`config.mk`:
```
export PLATFORM = sky130hd
export DESIGN_NAME = gray_ptr_sync
export DESIGN_NICKNAME = d
export VERILOG_FILES = /design/src/rtl/gray_ptr_sync.sv
export SDC_FILE = /design/constraint.sdc
export NUM_CORES = 1
export LEC_CHECK = 0
export ABC_AREA = 1
export CAP_MARGIN = 30
export CORE_UTILIZATION = 35
export DETAILED_ROUTE_END_ITERATION = 8
export GPL_TIMING_DRIVEN = 0
export RECOVER_POWER = 25
export SLEW_MARGIN = 0
export SYNTH_ARGS = -nofsm -noshare
export SYNTH_HDL_FRONTEND = slang
export SYNTH_SLANG_ARGS = --single-unit
```
`constraint.sdc`:
```
create_clock -name clk -period 3.05 [get_ports clk]
set_input_delay 0.4575 -clock clk [delete_from_list [all_inputs] [get_ports clk]]
set_output_delay 0.4575 -clock clk [all_outputs]
set_load 0.02 [all_outputs]
```
`src/rtl/gray_ptr_sync.sv`:
```
// gray_ptr_sync: carries a Gray-coded FIFO pointer from another clock domain
// through a STAGES-deep synchroniser chain, decodes it to binary and reports
// the per-cycle advance (ptr_delta / ptr_changed).
// Optional single-bit-change checker: define GRAY_PTR_SYNC_CHECK_EN to build
// prev_gray, the popcount compare, gray_err and err_sticky. Without the macro
// both flags are tied low and err_clr is ignored.
module gray_ptr_sync #(
  parameter int WIDTH  = 6,
  parameter int STAGES = 2
) (
  input  logic             clk,
  input  logic             reset,
  input  logic [WIDTH-1:0] ptr_gray_in,
  input  logic             err_clr,
  output logic [WIDTH-1:0] ptr_gray_sync,
  output logic [WIDTH-1:0] ptr_bin,
  output logic [WIDTH-1:0] ptr_delta,
  output logic             ptr_changed,
  output logic             gray_err,
  output logic             err_sticky
);

  if (WIDTH < 2 || WIDTH > 16 || STAGES < 2 || STAGES > 4) begin : g_param_check
    $error("gray_ptr_sync: WIDTH must be 2..16 and STAGES must be 2..4");
  end

  logic [WIDTH-1:0] sync_q [STAGES];
  logic [WIDTH-1:0] bin_d;
  logic [WIDTH-1:0] ptr_bin_q;
  logic [WIDTH-1:0] ptr_delta_q;
  logic             changed_q;

  // Synchroniser chain; stage 0 is the only flop that sees the async input.
  always_ff @(posedge clk) begin
    if (reset) begin
      for (int k = 0; k < STAGES; k++) sync_q[k] <= '0;
    end else begin
      sync_q[0] <= ptr_gray_in;
      for (int k = 1; k < STAGES; k++) sync_q[k] <= sync_q[k-1];
    end
  end

  assign ptr_gray_sync = sync_q[STAGES-1];

  // Gray to binary: each binary bit is the parity of the Gray bits at and above it.
  always_comb begin
    bin_d = '0;
    for (int i = 0; i < WIDTH; i++) bin_d[i] = ^(ptr_gray_sync >> i);
  end

  // Decode stage: new binary value and modular advance since the last cycle.
  always_ff @(posedge clk) begin
    if (reset) begin
      ptr_bin_q   <= '0;
      ptr_delta_q <= '0;
      changed_q   <= 1'b0;
    end else begin
      ptr_bin_q   <= bin_d;
      ptr_delta_q <= bin_d - ptr_bin_q;
      changed_q   <= (bin_d != ptr_bin_q);
    end
  end

  assign ptr_bin     = ptr_bin_q;
  assign ptr_delta   = ptr_delta_q;
  assign ptr_changed = changed_q;

`ifdef GRAY_PTR_SYNC_CHECK_EN
  logic [WIDTH-1:0] prev_gray_q;
  logic             viol;
  logic             gray_err_q;
  logic             err_sticky_q;

  // More than one bit flipping between consecutive synchronised values
  // means the source launched a non-Gray update (or coalesced steps).
  assign viol = ($countones(ptr_gray_sync ^ prev_gray_q) > 1);

  // Checker state; a new violation outranks a simultaneous clear.
  always_ff @(posedge clk) begin
    if (reset) begin
      prev_gray_q  <= '0;
      gray_err_q   <= 1'b0;
      err_sticky_q <= 1'b0;
    end else begin
      prev_gray_q  <= ptr_gray_sync;
      gray_err_q   <= viol;
      err_sticky_q <= viol | (err_sticky_q & ~err_clr);
    end
  end

  assign gray_err   = gray_err_q;
  assign err_sticky = err_sticky_q;
`else
  logic unused_err_clr;
  assign unused_err_clr = err_clr;
  assign gray_err       = 1'b0;
  assign err_sticky     = 1'b0;
`endif

endmodule
```
# After elaboration in Yosys (flattened, before gate mapping)
# Memories as Yosys holds them, arrays and structs flattened.
# Index checks and enable logic that the tools add are counted.
word_totals:
  ff_bits: 13
  ram_bits: 12
  wordCells: 19
  n_memories: 1
mem_list:
  columns: ["name", "words", "width", "rd", "rd_clocked_by_memory_dff", "wr", "line_no", "rtl"]
  rows:
  - ["sync_q", 2, 6, 2, 0, 2, "27", "logic [WIDTH-1:0] sync_q [STAGES];"]
op_classes:
  n_addsub: 1
  n_eq_ne: 1
  n_mux: 5
  bitwise_logic: 2
  reduce_logical: 6
ops:
  columns: ["op", "n"]
  rows:
  - ["6-bit XOR reduction", 6]
  - ["6-bit two-way mux", 2]
  - ["6-bit inequality test", 1]
  - ["6-bit subtractor", 1]
  - ["1-bit two-way mux", 3]
  - ["1-bit OR", 2]

# Depth between registers and ports, before layout
logic_depth:
  depth_word: 3
  mapped_depth: 17

# Least setup slack after synthesis
# Ideal clock, no wire load.
synth_timing:
  kind: "flip-flop to flip-flop"
  startpoint: "mem sync_q[1][5], in the netlist sync_q[0][11]"
  endpoint: "reg ptr_delta_q[4], in the netlist ptr_delta[4]"
  t_arrival_ns: 1.836
  required_ns: 2.937
  setup_slack_ns: 1.101
  path_stages_with_launch: 18
  n_path_buf: 0
  period_less_slack_ns: 1.949
  path_cell_list: "dfxtp_1 inv_2 nand2_1 nand2_2 nand2_2 nand2_2 nand2_2 nand2_1 inv_1 ha_1 inv_1 fa_1 nand2_1 nand2_1 a21oi_1 nand2_1 nand2_1 nor2_1"
synth_lines:
  columns: ["element", "line_no", "rtl"]
  rows:
  - ["start: declaration", "27", null]
  - ["end signal: assignment", "59", "ptr_delta_q <= bin_d - ptr_bin_q;"]
  - ["end: declaration", "30", "logic [WIDTH-1:0] ptr_delta_q;"]

==> impl_metrics.yaml <==
run_status:
  run_status: "complete, no violations"
critical_path:
  crit_chain: "inv_2, nand2_1, nand2_2, nand2_2, nand2_2, nand2_2, nand2_1, inv_1, ha_1, inv_1, fa_1, nand2_1, nand2_1, a21oi_1, nand2_1, nand2_1, nor2_1"
  reg2reg_slack_ps: 900
  cp.depth: 17
  critPathKind: "register to register"
  critPathBufInv: 3
  cp_max_fo: 6
  crit_arrival_ps: 2380
  cp_common_cell: "nand2_1"
  reg2reg_depth: 17
  critPathRequiredTime_ps: 3290
  max_stage_delay_ps: 470
  cp_slowest_cell: "dfxtp_1"
  cp-startpoint: "sync_q[0][11]"
  worstSetupEndpoint: "ptr_delta[4]"
  crit_family: "simple AND/OR/NAND/NOR gates"
  reg2reg_to: "ptr_delta[4]"
  worstReg2RegStart: "sync_q[0][11]"
  critical_path.endpoint_type: "register"
  crit_path_start_kind: "register"
clock_tree:
  cts_root_buffer: "clkbuf_4"
  clk_path_buf_depth: 2
  cts_setup_buffers: 0
  cts_tree: "yes"
  cts_buffers: 3
  cts_resized: 0
  ctsHoldBuffers: 0
  cts_max_level: 1
  clkLatencyLatePin_ps: 320
  clk_pin_slew_ps: 130
  cts_sinks: 25
logic_synthesis:
  synthCells: 157
  synth_top_area_share_pct: 43.2
  ys_seq_area_share_pct: 43.2
  syn_area_um2: 1160
  avgSynthCellArea_um2: 7.37
  ys_seq_elements: 25
  synth.area.top_cells: "dfxtp_1 43%, inv_1 9.7%, nand2_1 9.7%"
  synth_area_leader_cell: "dfxtp_1"
  ys_warn_count: 0
  synth_cell_types: 22
global_routing:
  gr-usage-met2_pct: 22.5
  use_met1_pct: 12.2
  antenna_found_initial: 0
  grt_use_total_pct: 11.7
  grt_busiest_layer: "met2"
  grtUsageMet3_pct: 2.18
  grt_pass1_vias: 824
  grt_max_degree: 15
  grt.overflow.total: 0
  grt_first_pass_wirelength_um: 3110
cells_and_area:
  final_cell_mix: "30 x inv_1, 30 x nand2_1, 27 x nor2_1"
  final_layout_size_suffix_gt1_share_pct: 14.9
  final_cell_count_no_fill: 232
  num_antenna_cells: 0
  area_delta_synth_final_pct: 29.9
  fin_nets: 204
  fin_util_pct: 48.5
power:
  pwr-share-clk_pct: 20.4
  net-switching-power_w: 0.000230
  p_leak_nw: 0.757
  intPower_w: 0.000504
  p_comb_share_pct: 29.8
  ir_worst_vdd_uv: 220
  pwr-share-seq_pct: 49.8
  sw_frac_of_total_pct: 31.3
  p_total_w: 0.000733
  powerDensity_nw_per_um2: 488
timing:
  rsz0062_at_grt: "no"
  slew_violations: 0
  slew_headroom_pct: 64.4
  clock.fmax_ghz: 0.466
  fin_skew_ps: 7.70
  setup_viol: 0
  fin_crit_sh_pct: 70.4
  setup_tns_ps: 0
  period_minus_slack_ps: 2150
  finalHoldViolCount: 0
  tightest_slew_ps: 534
worst_hold_path:
  hp-class: "register to register"
floorplanning:
  die_width_um: 59.5
  core-area_um2: 3100
  die_h_um: 59.5
  die_area_um2: 3540
  pin_count: 30
  start_util_pct: 37.3
  num_rows: 20
run:
  cap_violations: 0
placement:
  place.port_buffers: 26
  gp_congestion: 0.735
  hpwlAfterDp_um: 1570
  dp.cells: 228
routing:
  drc: 0
  via_count: 925
  vias_per_cell: 3.99
  avgRoutedWirePerCell_um: 8.27
  ant_nets: 0
  first_iter_violations: 11
  wl_um: 1920
  drt_first_pass_iters: 4
## state kept, by name (all words and copies together) (netlist names)
| signal | cells |
|---|---|
| ptr_changed | 1 |
| ptr_bin | 6 |
| sync_q | 12 |
| ptr_delta | 6 |
## cell usage after synthesis (all sizes together)
cell and instances:
buf 9, nand3 4, or2 1, xnor2 2
conb 1, dfxtp 25, a21oi 4, clkbuf 1
and2 1, nand2 41, nor2 28, fa 1
xor2 1, inv 32, ha 5, a31oi 1
## cell type report
type                    instances  area, um2
inverters                      32        120
clock inverters                 1       5.00
multi-input cells              91        473
well taps                      44       55.1
flip-flops and latches         25        500
fillers                       338       1600
plain buffers                  10       67.6
repair buffers                 26        260
clock buffers                   3       22.5
## worst register-to-register path, cell delays in order, from the launching register on
cell     delay (ps)
dfxtp_1         470
inv_2            80
nand2_1          80
nand2_2          80
nand2_2          90
nand2_2          80
nand2_2          70
nand2_1          50
inv_1            50
ha_1            130
inv_1            60
fa_1            380
nand2_1          90
nand2_1          60
a21oi_1         160
nand2_1          70
nand2_1          60
nor2_1           30
## cell families after synthesis
| logic type | synth area share (%) |
|---|---|
| XOR/XNOR | 2.27 |
| adder cells (fa/ha/maj) | 7.14 |
| flip-flops | 43.2 |
| other | 0.324 |
| AND/OR/NAND/NOR | 28.2 |
| AO/OA/AOI/OAI | 2.59 |
| buffers and inverters | 16.2 |
## per-stage QoR
stage | hold slack (ps) | instance area, um2 | worst slack [ps]
2_1_floorplan | 388 | 1160 | 1100
3_3_place_gp | 389 | 1480 | 927
3_5_place_dp | 396 | 1480 | 894
4_1_cts | 415 | 1500 | 881
5_1_grt | 429 | 1500 | 651
6_report | 412 | 1500 | 903
## worst min path at each step
stage | start | end | slack [ps] | cells after the start
2_1_floorplan | sync_q[0][4] | sync_q[0][10] | 390 | 2
3_3_place_gp | sync_q[0][2] | sync_q[0][8] | 390 | 2
3_5_place_dp | sync_q[0][4] | sync_q[0][10] | 400 | 2
4_1_cts | sync_q[0][4] | sync_q[0][10] | 420 | 2
5_1_grt | sync_q[0][1] | sync_q[0][7] | 430 | 2
6_report | sync_q[0][5] | sync_q[0][11] | 410 | 2
## per-layer routing
metal | part of all wire [%] | wire length (um) | up-vias
li1 | - | - | 506
met1 | 43 | 824 | 382
met2 | 49 | 937 | 32
met3 | 6.3 | 121 | 5
met4 | 1.8 | 34 | 0
met5 | 0 | 0 | -
## power groups by stage
stage	registers (W)	logic [W]	clock network [W]
global placement	0.000373	0.000215	0
floorplan	0.000399	0.000116	0
detailed placement	0.000373	0.000220	0
CTS	0.000366	0.000221	0.000155
finish	0.000365	0.000218	0.000150
global route	0.000368	0.000244	0.000162
Power figures use the tool's default switching activity.
